### src/rtl/pc_fetch_unit.sv
// pc_fetch_unit: instruction fetch front end.
// Issues one memory request at a time. Each fetched word is held for decode
// until it is accepted. Branch, jump and trap redirects are handled in every
// phase, and a response that belongs to a redirected-away fetch is dropped.
//
// Handshakes:
//   Memory side: imem_req/imem_addr stay asserted and stable until imem_gnt,
//   except when a redirect replaces the address. After a grant exactly one
//   imem_rvalid beat returns, no earlier than the cycle after the grant.
//   Decode side: id_valid/id_instr/id_pc/id_compressed stay stable while
//   id_ready=0. A transfer happens on a cycle with id_valid=1 and id_ready=1,
//   unless a redirect arrives in the same cycle; the redirect wins and the word
//   is dropped.
module pc_fetch_unit #(
  parameter int unsigned XLEN         = 32,
  parameter logic [31:0] RESET_VECTOR = 32'h0000_0000,
  parameter int          C_EXT        = 1
) (
  input  logic            clk,
  input  logic            arstn,
  output logic            imem_req,
  output logic [XLEN-1:0] imem_addr,
  input  logic            imem_gnt,
  input  logic            imem_rvalid,
  input  logic [31:0]     imem_rdata,
  input  logic            redirect_valid,
  input  logic [XLEN-1:0] redirect_target,
  output logic            id_valid,
  input  logic            id_ready,
  output logic [31:0]     id_instr,
  output logic [XLEN-1:0] id_pc,
  output logic            id_compressed,
  output logic [31:0]     fetch_cnt
);

  localparam logic [1:0] S_IDLE = 2'd0;
  localparam logic [1:0] S_REQ  = 2'd1;
  localparam logic [1:0] S_WAIT = 2'd2;
  localparam logic [1:0] S_HOLD = 2'd3;

  // PCs are halfword aligned, so bit 0 of every loaded address is cleared.
  localparam logic [XLEN-1:0] RESET_PC = XLEN'(RESET_VECTOR & 32'hFFFF_FFFE);

  logic [1:0]      state_q, state_d;
  logic [XLEN-1:0] pc_q, pc_d;         // address of the current or next fetch
  logic            flush_q, flush_d;   // the outstanding response must be dropped
  logic [31:0]     cnt_q, cnt_d;
  logic [31:0]     instr_q, instr_d;
  logic [XLEN-1:0] idpc_q, idpc_d;
  logic            comp_q, comp_d;

  logic [XLEN-1:0] target_aligned;
  logic [XLEN-1:0] next_pc;
  logic            rdata_comp;

  assign target_aligned = redirect_target & ~XLEN'(1);
  assign rdata_comp     = (C_EXT == 1) && (imem_rdata[1:0] != 2'b11);
  assign next_pc        = idpc_q + (comp_q ? XLEN'(2) : XLEN'(4));

  // Next-state logic: FSM transitions, PC selection and capture of the held instruction.
  always_comb begin
    state_d = state_q;
    pc_d    = pc_q;
    flush_d = flush_q;
    cnt_d   = cnt_q;
    instr_d = instr_q;
    idpc_d  = idpc_q;
    comp_d  = comp_q;
    case (state_q)
      S_IDLE: begin
        state_d = S_REQ;
        if (redirect_valid) pc_d = target_aligned;
      end
      S_REQ: begin
        if (redirect_valid) begin
          pc_d = target_aligned;
          // A grant in the same cycle went out for the old address, so its
          // response is still owed and must be dropped.
          if (imem_gnt) begin
            state_d = S_WAIT;
            flush_d = 1'b1;
          end
        end else if (imem_gnt) begin
          state_d = S_WAIT;
        end
      end
      S_WAIT: begin
        if (imem_rvalid) begin
          if (redirect_valid) begin
            pc_d    = target_aligned;
            flush_d = 1'b0;
            state_d = S_REQ;
          end else if (flush_q) begin
            // pc_q already holds the latest redirect target.
            flush_d = 1'b0;
            state_d = S_REQ;
          end else begin
            instr_d = imem_rdata;
            idpc_d  = pc_q;
            comp_d  = rdata_comp;
            state_d = S_HOLD;
          end
        end else if (redirect_valid) begin
          // The response for the old address is still in flight; the last redirect wins.
          pc_d    = target_aligned;
          flush_d = 1'b1;
        end
      end
      S_HOLD: begin
        if (redirect_valid) begin
          pc_d    = target_aligned;
          state_d = S_REQ;
        end else if (id_ready) begin
          pc_d    = next_pc;
          cnt_d   = cnt_q + 32'd1;
          state_d = S_REQ;
        end
      end
      default: state_d = S_IDLE;
    endcase
  end

  // State registers with synchronous active-low reset.
  always_ff @(posedge clk) begin
    if (!arstn) begin
      state_q <= S_IDLE;
      pc_q    <= RESET_PC;
      flush_q <= 1'b0;
      cnt_q   <= 32'd0;
      instr_q <= 32'd0;
      idpc_q  <= '0;
      comp_q  <= 1'b0;
    end else begin
      state_q <= state_d;
      pc_q    <= pc_d;
      flush_q <= flush_d;
      cnt_q   <= cnt_d;
      instr_q <= instr_d;
      idpc_q  <= idpc_d;
      comp_q  <= comp_d;
    end
  end

  assign imem_req      = (state_q == S_REQ);
  assign imem_addr     = pc_q;
  assign id_valid      = (state_q == S_HOLD);
  assign id_instr      = instr_q;
  assign id_pc         = idpc_q;
  assign id_compressed = comp_q;
  assign fetch_cnt     = cnt_q;

endmodule
### config.mk
export PLATFORM = sky130hd
export DESIGN_NAME = pc_fetch_unit
export DESIGN_NICKNAME = d
export VERILOG_FILES = /design/src/rtl/pc_fetch_unit.sv
export SDC_FILE = /design/constraint.sdc
export NUM_CORES = 1
export LEC_CHECK = 0
export ABC_AREA = 0
export CORE_ASPECT_RATIO = 1.1
export CORE_UTILIZATION = 45
export DETAILED_ROUTE_END_ITERATION = 12
export PLACE_DENSITY = 0.79
export SLEW_MARGIN = 20
export SYNTH_ARGS = -nofsm -noshare
export SYNTH_HDL_FRONTEND = slang
export SYNTH_SLANG_ARGS = --single-unit
### constraint.sdc
create_clock -name clk -period 3.25 [get_ports clk]
set_input_delay 0.65 -clock clk [delete_from_list [all_inputs] [get_ports clk]]
set_output_delay 0.65 -clock clk [all_outputs]
set_load 0.01 [all_outputs]
-- After elaboration in Yosys (flattened, before gate mapping)
Cells that the tools add are included.
- flip-flop bits (word level): 132
- bits of input ports: 70
- output and inout port bits: 131
- add/sub/neg operators: 2
- eq/ne operators: 10
- multiplexer cells: 17
- bitwise logic cells: 2
- reductions and logical operators: 8
- operators with widths (cell ; count):
    $mux W32 ; 3
    $pmux W32 S2 ; 1
    $add A32 B1 Y32 const B ; 1
    $add A32 B3 Y32 ; 1
    $mux W2 ; 6
    $pmux W2 S4 ; 1
    $reduce_and A4 Y1 ; 2
    $ne A2 B1 Y1 const B ; 3
    $reduce_and A3 Y1 ; 2
    $eq A2 B2 Y1 const B ; 2
    $mux W1 ; 4
    $ne A2 B2 Y1 const B ; 2
    $mux W3 ; 1
    $ne A3 B2 Y1 const B ; 1
    $ne A3 B3 Y1 const B ; 1
    $reduce_or A3 Y1 ; 1
    $eq A2 B1 Y1 const B ; 1
    $logic_not A2 Y1 ; 1
    $not A1 Y1 ; 2
    $pmux W1 S2 ; 1
    $reduce_and A2 Y1 ; 1
    $reduce_bool A2 Y1 ; 1

-- Logic depth before layout (Yosys ltp)
Gate-level depths: netlist (run 1).
- word-level depth: 5
- gate-level depth with buffers: 8
- depth with buffers taken out: 8

-- Worst setup path after synthesis (run 1)
No wires, ideal clock.
- path type: reg-to-reg
- start point: register comp_q, in the netlist id_compressed
- end point: register pc_q[19], in the netlist imem_addr[19]
- library setup time: 0.058 ns
- data arrival time: 2.398 ns
- required time: 3.192 ns
- path slack: 0.794 ns
- cell stages (with the launch flop): 9
- buffers on the path: 1
- clock period less this slack: 2.456 ns
- cells stage by stage: dfxtp_1 > ha_1 > inv_1 > fa_1 > or3_1 > clkbuf_1 > or4_1 > a21oi_1 > o21a_1
- word-level cells in the longest chain between the ends: 5
- ends and longest elaborated chain (element ; line ; text):
    start, declared ; 50 ; logic comp_q, comp_d;
    start signal, assigned ; 140 ; comp_q <= comp_d;
    $mux W3 ; 58 ; assign next_pc = idpc_q + (comp_q ? XLEN'(2) : XLEN'(4));
    $add A32 B3 Y32 ; 58 ;
    $mux W32 ; 113 ; end else if (id_ready) begin
    $mux W32 ; 110 ; if (redirect_valid) begin
    $pmux W32 S2 ; 69 ; case (state_q)
    end signal, assigned ; 135 ; pc_q <= pc_d;
    end, declared ; 45 ; logic [XLEN-1:0] pc_q, pc_d;
Every way passes these cells. The select of a mux whose other input is x is not followed.
A chain may end at the register's enable or synchronous reset.

-- Worst setup path after layout (run 1)
- start point: register comp_q, in the netlist id_compressed
- end point: register pc_q[31], in the netlist imem_addr[31]
Same word-level chain as after synthesis.

==> flow_metrics.py, run 1 <==
metrics = {
    "die": {
        "core_area_sq_mm": 0.0132,
        "initial_utilization": 0.462,
        "floorplan.die_area_sq_mm": 0.0140,
        "floorplan.die.height_microns": 124,
        "row_count": 44,
        "die_x_microns": 113,
        "num_io_pins": 201,
    },
    "finish": {
        "finish.instance_area_sq_mm": 0.00884,
        "nNetsFinal": 1004,
        "post_route_utilization": 0.669,
        "multiInputGateArea_sq_mm": 0.00323,
        "sequential_cell_area_sq_mm": 0.00264,
        "fillerInstances": 1095,
        "areaGrowthSynthToFinish_pct": 44.8,
        "drive_gt1_frac": 0.0575,
        "antenna_cells_inserted": 0,
    },
    "status": {
        "result_of_the_run": "completed",
    },
    "worst_hold_path": {
        "holdCritStartpoint": "id_instr[28]",
        "hold_path.class": "reg2reg",
    },
    "sta": {
        "timing_worst_slew_pin_value_ns": 0.840,
        "fmax_mhz": 366,
        "final-setup-viol-count": 0,
        "timing.final.hold_violations": 0,
        "final-max-slew-violation-count": 0,
        "min_period_ns": 2.73,
        "worst_setup_skew_after_layout_ns": 0.00529,
        "slew_headroom": 0.436,
        "setup_tns_ns": 0,
        "rsz0062_at_grt": "false",
        "fin_crit_sh": 0.841,
    },
    "cts": {
        "clock_latency_late_sink_ns": 0.42,
        "postCtsResizedCells": 0,
        "cts_hold_buffers": 0,
        "number_of_setup_buffers_added_after_cts": 0,
        "tritoncts_clock_tree": "done",
        "cts_inserted_buffers": 17,
        "worst_setup_hold_path_clk_slew_ns": 0.05,
        "htree_levels": 4,
        "cts.sink_count": 132,
        "clock_path_buffers": 2,
        "cts_root_buffer": "sky130_fd_sc_hd__clkbuf_16",
    },
    "power_and_ir_drop": {
        "p_leak_nw": 3.01,
        "p_per_area_mw_per_mm2": 446,
        "worst_supply_voltage_drop_on_vdd_v": 0.000297,
        "power_total_mw": 3.94,
    },
    "setup_path": {
        "rr_startpoint": "id_compressed",
        "worst_ep_required_time_ns": 3.58,
        "start_kind": "register",
        "setup.worst_path.start": "id_compressed",
        "path_class": "reg2reg",
        "critPathArrivalTime_ns": 3.06,
        "critical_path.max_fanout": 9,
        "setup.worst_path.end_class": "register",
    },
    "run": {
        "max_capacitance_violation_count": 0,
    },
    "synthesis": {
        "yosys_most_used_dff": "sky130_fd_sc_hd__dfxtp_1",
        "synth-seq-cells": 132,
        "syn-mean-instance-area_sq_um": 8.24,
        "synthesis.yosys.warnings": 0,
        "synth_enable_flop_cells": 0,
        "net_count_after_synthesis": 819,
        "ys_async_sr_fraction": 0,
        "synth.top_cells.by_area": "sky130_fd_sc_hd__dfxtp_1 (43%), sky130_fd_sc_hd__nand2_1 (10%), sky130_fd_sc_hd__a21boi_0 (8.4%)",
        "syn_area_sq_mm": 0.00611,
        "synth_top_cells_by_count": "sky130_fd_sc_hd__nand2_1 (169), sky130_fd_sc_hd__dfxtp_1 (132), sky130_fd_sc_hd__a21boi_0 (68), sky130_fd_sc_hd__clkbuf_1 (40), sky130_fd_sc_hd__xnor2_1 (38)",
        "yosysSeqAreaShare": 0.433,
        "post-synth-top-area-fraction": 0.433,
        "postSynthCellCount": 741,
        "yosysTopAreaCell": "sky130_fd_sc_hd__dfxtp_1",
        "synth.most_common_cell": "sky130_fd_sc_hd__nand2_1",
        "netlist-cell-type-count": 47,
    },
    "route": {
        "remaining_drc_errors": 0,
        "detail_route.vias_per_cell": 5.29,
        "postRouteWirelength_mm": 17.0,
        "drt_iter0_drc": 311,
        "routed-via-count": 5815,
        "drtPass1Iterations": 4,
        "drtAntennaViolNets": 0,
        "detail_route.wl_per_cell_microns": 15.4,
    },
    "global_routing": {
        "grt.busiest_layer": "met2",
        "grt.met2_usage": 0.403,
        "globalRouteMet3Util": 0.0676,
        "grt_overall_usage": 0.243,
        "antenna_violations_before_repair": 0,
        "grt_start_max_net_pins": 92,
        "grt_first_pass_wirelength_mm": 26.7,
        "grt_use_met1": 0.297,
        "global_route.overflow_total": 0,
        "first_global_vias": 5380,
    },
    "placed_design": {
        "portBuffers": 199,
        "gp_congestion": 0.819,
        "dpl-instance-area_sq_mm": 0.00824,
        "detailedPlacementHpwl_mm": 11.5,
    },
}
[kinds of logic (layout without fill, tap and decap cells)]
kind of cell,Yosys count,in the layout,synth area share
buf+inv,62,260,0.0395
compound gates,159,159,0.175
xor+xnor,54,54,0.0774
flops,132,132,0.433
mux,1,1,0.00164
simple gates,325,325,0.256
fa+ha+maj,8,8,0.0176
[sequential cells by signal, summed over array words and instances (netlist names)]
| signal | flops |
|---|---|
| fetch_cnt | 32 |
| flush_q | 1 |
| id_compressed | 1 |
| id_instr | 32 |
| id_pc | 32 |
| imem_addr | 32 |
| state_q | 2 |
[where the power goes]
part | internal (mW) | switching (mW)
clock network | 1.22 | 0.691
logic | 0.192 | 0.143
registers | 1.66 | 0.0356
total | 3.07 | 0.870
[per-layer routing]
metal,vias to the layer above,routed length [microns]
met5,-,0
met3,22,1270
li1,2905,-
met1,2690,7340
met2,198,8110
met4,0,256
[layout by cell type, fill, tap and decap left out, types with 19 or more instances in the layout]
cell type	synthesis	final
sky130_fd_sc_hd__a211oi_1	21	21
sky130_fd_sc_hd__a21boi_0	68	68
sky130_fd_sc_hd__a21oi_1	21	21
sky130_fd_sc_hd__and2_1	30	29
sky130_fd_sc_hd__clkdlybuf4s50_1	0	198
sky130_fd_sc_hd__dfxtp_1	132	132
sky130_fd_sc_hd__nand2_1	169	168
sky130_fd_sc_hd__nand3_1	19	19
sky130_fd_sc_hd__nor3_1	30	30
sky130_fd_sc_hd__o21ai_0	33	33
sky130_fd_sc_hd__xnor2_1	38	38
[worst paths after layout]
path	depth (start not counted)	slack, ns	endpoint
max	7	0.52	imem_addr[31]
min	2	0.46	id_instr[28]
max reg2reg	7	0.52	imem_addr[31]
min reg2reg	2	0.46	id_instr[28]
[layout make-up]
class / instances / area share
clock buffers: 23 / 0.0563
inverters: 16 / 0.00679
repair buffers: 212 / 0.239
multi-input cells: 547 / 0.365
flip-flops and latches: 132 / 0.299
clock inverters: 9 / 0.0113
well taps: 161 / 0.0228
[stage by stage]
stage	std cells	hold WS, ns	setup WS [ns]
after global placement	1068	0.449	0.356
after detailed placement	1068	0.456	0.324
after CTS	1100	0.465	0.509
after global routing	1100	0.483	0.341
after floorplan	741	0.456	0.794
final	1100	0.461	0.517
[worst max-delay path: stages (launching register included)]
cell and delay [ns]:
sky130_fd_sc_hd__dfxtp_1 0.43, sky130_fd_sc_hd__ha_1 0.25, sky130_fd_sc_hd__inv_1 0.07, sky130_fd_sc_hd__fa_1 0.49, sky130_fd_sc_hd__or3_1 0.59, sky130_fd_sc_hd__nor4_1 0.46, sky130_fd_sc_hd__xnor2_1 0.13, sky130_fd_sc_hd__a211oi_1 0.22
Power figures use the tool's default switching activity.
==> inputs of run 2 (changes only) <==
- clock period: 3.25 -> 2.7 ns (I/O delays scaled with it)
==> run 2 against run 1 <==
Against the previous run: critical path depth rose by 1; worst hold slack got worse by 0.0039 ns; clock power rose by 17%; maximum frequency rose by 11%; final area rose by 1.2%; global-route usage rose by 0.28 points; worst setup slack got worse by 0.27 ns; count of clock-buffer cells in the layout did not move.
==> flow_metrics.py, run 2 (same netlist as run 1, synthesis figures left out) <==
metrics = {
    "sta": {
        "slew_headroom": 0.638,
        "min_period_ns": 2.46,
        "final-max-slew-violation-count": 0,
        "final-setup-viol-count": 0,
        "timing.final.hold_violations": 0,
        "fmax_mhz": 407,
        "worst_setup_skew_after_layout_ns": 0.00820,
        "layout_setup_ws_ns": 0.243,
        "rsz0062_at_grt": "false",
        "timing_worst_slew_pin_value_ns": 0.542,
        "fin_crit_sh": 0.910,
    },
    "route": {
        "routed-via-count": 5935,
        "detail_route.wl_per_cell_microns": 15.4,
        "drtAntennaViolNets": 0,
        "remaining_drc_errors": 0,
        "drtPass1Iterations": 4,
        "drt_iter0_drc": 349,
        "postRouteWirelength_mm": 17.1,
        "detail_route.vias_per_cell": 5.33,
    },
    "power_and_ir_drop": {
        "internal_power_mw": 3.64,
        "total_switching_power_mw": 1.06,
        "power.share.switching": 0.225,
        "sequentialPowerShare": 0.434,
        "worst_supply_voltage_drop_on_vdd_v": 0.000425,
        "p_per_area_mw_per_mm2": 524,
        "p_leak_nw": 3.08,
        "power_frac_comb": 0.088,
        "power_total_mw": 4.69,
        "pwr-share-clk": 0.478,
    },
    "global_routing": {
        "grt_start_max_net_pins": 64,
        "grt_overall_usage": 0.245,
        "grt_first_pass_wirelength_mm": 26.8,
        "grt.met2_usage": 0.406,
        "first_global_vias": 5428,
        "grt.busiest_layer": "met2",
        "antenna_violations_before_repair": 0,
        "global_route.overflow_total": 0,
        "grt_use_met1": 0.296,
        "globalRouteMet3Util": 0.0701,
    },
    "cts": {
        "clock_latency_late_sink_ns": 0.42,
        "tritoncts_clock_tree": "done",
        "cts_hold_buffers": 0,
        "postCtsResizedCells": 0,
        "number_of_setup_buffers_added_after_cts": 0,
        "cts.sink_count": 132,
        "clock_path_buffers": 2,
        "cts_root_buffer": "sky130_fd_sc_hd__clkbuf_16",
        "cts_inserted_buffers": 17,
        "htree_levels": 4,
        "worst_setup_hold_path_clk_slew_ns": 0.06,
    },
    "finish": {
        "fillerInstances": 1132,
        "nNetsFinal": 1017,
        "stdcell_count": 1113,
        "post_route_utilization": 0.677,
        "sequential_cell_area_sq_mm": 0.00264,
        "antenna_cells_inserted": 0,
        "multiInputGateArea_sq_mm": 0.00323,
        "final_common_cell": "sky130_fd_sc_hd__clkdlybuf4s50_1",
        "drive_gt1_frac": 0.0714,
        "most-common-layout-cells": "sky130_fd_sc_hd__clkdlybuf4s50_1 (198), sky130_fd_sc_hd__nand2_1 (168), sky130_fd_sc_hd__dfxtp_1 (132)",
        "areaGrowthSynthToFinish_pct": 46.5,
    },
    "setup_path": {
        "critPathArrivalTime_ns": 2.78,
        "path_delay_family": "simple AND/OR/NAND/NOR gates",
        "start_kind": "register",
        "r2r_end": "imem_addr[23]",
        "cp.buffers_inverters": 2,
        "delay_of_the_slowest_cell_on_the_worst_path_ns": 0.52,
        "setup.worst_path.end_class": "register",
        "worst_ep_required_time_ns": 3.03,
        "worstPathCellList": "ha_1 > inv_1 > fa_1 > or3_1 > buf_4 > nor3_1 > xnor2_1 > a211oi_1",
        "critical_path.max_fanout": 6,
        "path_class": "reg2reg",
        "worst-r2r-cell-count": 8,
        "worstSetupEndpoint": "imem_addr[23]",
        "crit_cells": 8,
        "r2r_slack_ns": 0.24,
        "rr_startpoint": "id_pc[1]",
        "worst_path_max_delay_cell": "sky130_fd_sc_hd__or3_1",
        "setup.worst_path.start": "id_pc[1]",
    },
    "die": {
        "floorplan.die_area_sq_mm": 0.0140,
        "initial_utilization": 0.462,
        "die_x_microns": 113,
        "row_count": 44,
        "num_io_pins": 201,
        "core_area_sq_mm": 0.0132,
        "floorplan.die.height_microns": 124,
    },
    "run": {
        "max_capacitance_violation_count": 0,
    },
    "placed_design": {
        "detailedPlacementHpwl_mm": 11.8,
        "gp_congestion": 0.819,
        "pre_cts_ws_ns": -0.0127,
        "portBuffers": 199,
        "place.detailed.instances": 1081,
    },
    "status": {
        "result_of_the_run": "completed",
    },
    "worst_hold_path": {
        "hold_path.class": "reg2reg",
    },
}
==> run 2: cell count changes in the layout (fill, tap and decap cells not counted), sizes merged <==
cell,delta
bufinv,-1
buf,+13
clkinv,+1
==> run 2: final cells by class <==
type                    instances  area share
repair buffers                225       0.250
inverters                      16     0.00671
clock buffers                  23      0.0568
well taps                     161      0.0225
clock inverters                 9     0.00839
flip-flops and latches        132       0.295
multi-input cells             547       0.361
==> run 2: worst min-delay path by stage <==
stage	startpoint	to	slack [ns]	cells past startpoint
finish	id_instr[19]	id_instr[19]	0.46	2
global route	id_instr[7]	id_instr[7]	0.47	2
CTS	id_instr[31]	id_instr[31]	0.46	2
detailed placement	id_instr[14]	id_instr[14]	0.46	2
global placement	id_instr[6]	id_instr[6]	0.45	2
floorplan	flush_q	flush_q	0.46	2
==> run 2: stage by stage <==
stage	instance area, sq um	TNS (ns)	hold WS [ns]
4_1_cts	8950	0	0.462
3_5_place_dp	8370	-0.0127	0.455
5_1_grt	8950	0	0.475
6_report	8950	0	0.457
3_3_place_gp	8370	0	0.448
2_1_floorplan	6110	0	0.456
==> run 2: layer usage <==
layer  share of wire  routed length, microns  vias to the layer above
li1                -                       -                     2930
met1            0.43                    7450                     2757
met2            0.47                    8060                      218
met3           0.072                    1230                       30
met4           0.023                     386                        0
met5               0                       0                        -
==> run 2: power by group through the flow <==
| stage | Clock (mW) | Sequential [mW] | Combinational (mW) |
|---|---|---|---|
| floorplan | 0 | 2.09 | 0.155 |
| global placement | 0 | 2.08 | 0.406 |
| detailed placement | 0 | 2.08 | 0.410 |
| CTS | 2.27 | 2.04 | 0.414 |
| global route | 2.35 | 2.04 | 0.446 |
| finish | 2.24 | 2.04 | 0.411 |
==> run 2: worst reg2reg max path: stages, from the launching register on <==
cell and delay [ns]:
sky130_fd_sc_hd__dfxtp_1 0.35, sky130_fd_sc_hd__ha_1 0.21, sky130_fd_sc_hd__inv_1 0.07, sky130_fd_sc_hd__fa_1 0.40
sky130_fd_sc_hd__or3_1 0.52, sky130_fd_sc_hd__buf_4 0.21, sky130_fd_sc_hd__nor3_1 0.29, sky130_fd_sc_hd__xnor2_1 0.10
sky130_fd_sc_hd__a211oi_1 0.24
==> inputs of run 3 (changes only) <==
- CAP_MARGIN: not set -> 5
- CORE_UTILIZATION: 45 -> 35
- PLACE_DENSITY: 0.79 -> not set
==> run 3 against run 2 <==
Against the previous run: via count down 2.9%; cell count up 6.6%; maximum frequency up 0.82%; flip-flop and latch count unchanged; worst hold slack better by 0.0016 ns; power down 1.8%; critical path depth down 1; first-iteration DRC count down 34%; critical path type unchanged; critical endpoint is now imem_addr[31]; largest cell class unchanged.
==> flow_metrics.py, run 3 (same netlist as run 1, synthesis figures left out) <==
metrics = {
    "placed_design": {
        "portBuffers": 199,
        "gp_congestion": 0.767,
        "dpl-instance-area_sq_mm": 0.00846,
        "detailedPlacementHpwl_mm": 12.6,
        "place.detailed.instances": 1154,
    },
    "cts": {
        "worst_setup_hold_path_clk_slew_ns": 0.06,
        "cts_root_buffer": "sky130_fd_sc_hd__clkbuf_16",
        "clock_latency_late_sink_ns": 0.42,
        "htree_levels": 4,
        "clock_path_buffers": 2,
        "cts_hold_buffers": 0,
        "cts_inserted_buffers": 17,
        "postCtsResizedCells": 0,
        "number_of_setup_buffers_added_after_cts": 0,
        "cts.sink_count": 132,
        "tritoncts_clock_tree": "done",
    },
    "global_routing": {
        "grt_overall_usage": 0.207,
        "global_route.overflow_total": 0,
        "grt_first_pass_wirelength_mm": 29.1,
        "first_global_vias": 5513,
        "antenna_violations_before_repair": 0,
        "grt_start_max_net_pins": 45,
    },
    "route": {
        "routed-via-count": 5764,
        "postRouteWirelength_mm": 18.2,
        "remaining_drc_errors": 0,
        "detail_route.vias_per_cell": 4.86,
        "detail_route.wl_per_cell_microns": 15.3,
        "drt_iter0_drc": 231,
        "drtAntennaViolNets": 0,
        "drtPass1Iterations": 4,
    },
    "sta": {
        "worst_setup_skew_after_layout_ns": 0.00600,
        "fin_crit_sh": 0.902,
        "final-setup-viol-count": 0,
        "min_period_ns": 2.44,
        "fmax_mhz": 410,
        "rsz0062_at_grt": "false",
        "timing_worst_slew_pin_value_ns": 0.563,
        "slew_headroom": 0.624,
        "final-max-slew-violation-count": 0,
        "timing.final.hold_violations": 0,
        "setup_tns_ns": 0,
    },
    "setup_path": {
        "setup.worst_path.end_class": "register",
        "worstPathCellList": "ha_1 > inv_1 > fa_1 > or3_1 > nor4_1 > xnor2_1 > a211oi_1",
        "start_kind": "register",
        "critical_path.max_fanout": 6,
        "worst_path_max_delay_cell": "sky130_fd_sc_hd__or3_1",
        "worst_ep_required_time_ns": 3.03,
        "delay_of_the_slowest_cell_on_the_worst_path_ns": 0.53,
        "path_class": "reg2reg",
        "critPathArrivalTime_ns": 2.77,
    },
    "status": {
        "result_of_the_run": "completed",
    },
    "finish": {
        "nNetsFinal": 1017,
        "most-common-layout-cells": "sky130_fd_sc_hd__clkdlybuf4s50_1 (198), sky130_fd_sc_hd__nand2_1 (168), sky130_fd_sc_hd__dfxtp_1 (132)",
        "antenna_cells_inserted": 0,
        "stdcell_count": 1186,
        "post_route_utilization": 0.529,
        "areaGrowthSynthToFinish_pct": 47.5,
        "finish.instance_area_sq_mm": 0.00901,
        "drive_gt1_frac": 0.0704,
        "final_common_cell": "sky130_fd_sc_hd__clkdlybuf4s50_1",
    },
    "die": {
        "row_count": 50,
        "floorplan.die.height_microns": 141,
        "initial_utilization": 0.359,
        "die_x_microns": 128,
        "core_area_sq_mm": 0.0170,
        "floorplan.die_area_sq_mm": 0.0180,
        "num_io_pins": 201,
    },
    "power_and_ir_drop": {
        "p_leak_nw": 3.06,
        "power_total_mw": 4.61,
        "p_per_area_mw_per_mm2": 512,
        "worst_supply_voltage_drop_on_vdd_v": 0.000386,
    },
    "worst_hold_path": {
        "hold_path.class": "reg2reg",
    },
    "run": {
        "max_capacitance_violation_count": 0,
    },
}
==> run 3: cell type report <==
type	count	area [sq um]
clock buffers	21	460
clock inverters	11	85.1
fillers	1677	8010
inverters	16	60.1
multi-input cells	547	3230
flip-flops and latches	132	2640
well taps	234	293
repair buffers	225	2230
==> run 3: through the flow <==
step / worst slack, ns / hold slack (ns)
finish: 0.263 / 0.459
global route: 0.118 / 0.480
CTS: 0.219 / 0.465
detailed placement: -0.0203 / 0.456
global placement: 0.00641 / 0.449
floorplan: 0.244 / 0.456
==> run 3: critical path, delay by kind of cell (launching register included) <==
kind / cells / cell delay (ns)
AOI/OAI and AO/OA: 1 / 0.22
buffers and inverters: 1 / 0.06
adders and majority gates: 2 / 0.59
xor gates and xnor gates: 1 / 0.11
DFF: 1 / 0.35
and+or+nand+nor: 2 / 1.02
==> run 3: worst paths after layout <==
| kind | startpoint | end | slack (ns) | depth (start not counted) |
|---|---|---|---|---|
| setup / recovery | id_pc[1] | imem_addr[31] | 0.26 | 7 |
| hold / removal | id_instr[22] | id_instr[22] | 0.46 | 2 |
| setup reg to reg | id_pc[1] | imem_addr[31] | 0.26 | 7 |
| hold reg to reg | id_instr[22] | id_instr[22] | 0.46 | 2 |
==> run 3: power by group <==
| group | total [mW] | switching [mW] | internal, mW |
|---|---|---|---|
| Combinational | 0.413 | 0.176 | 0.237 |
| Clock | 2.16 | 0.857 | 1.30 |
| Sequential | 2.04 | 0.0433 | 2.00 |
==> run 3: routing by layer <==
layer | vias up | wire, microns | track usage
met3 | 15 | 1340 | 0.0749
met1 | 2662 | 8330 | 0.261
met2 | 158 | 8260 | 0.329
met4 | 0 | 257 | 0.0644
met5 | - | 0 | 0
li1 | 2929 | - | -
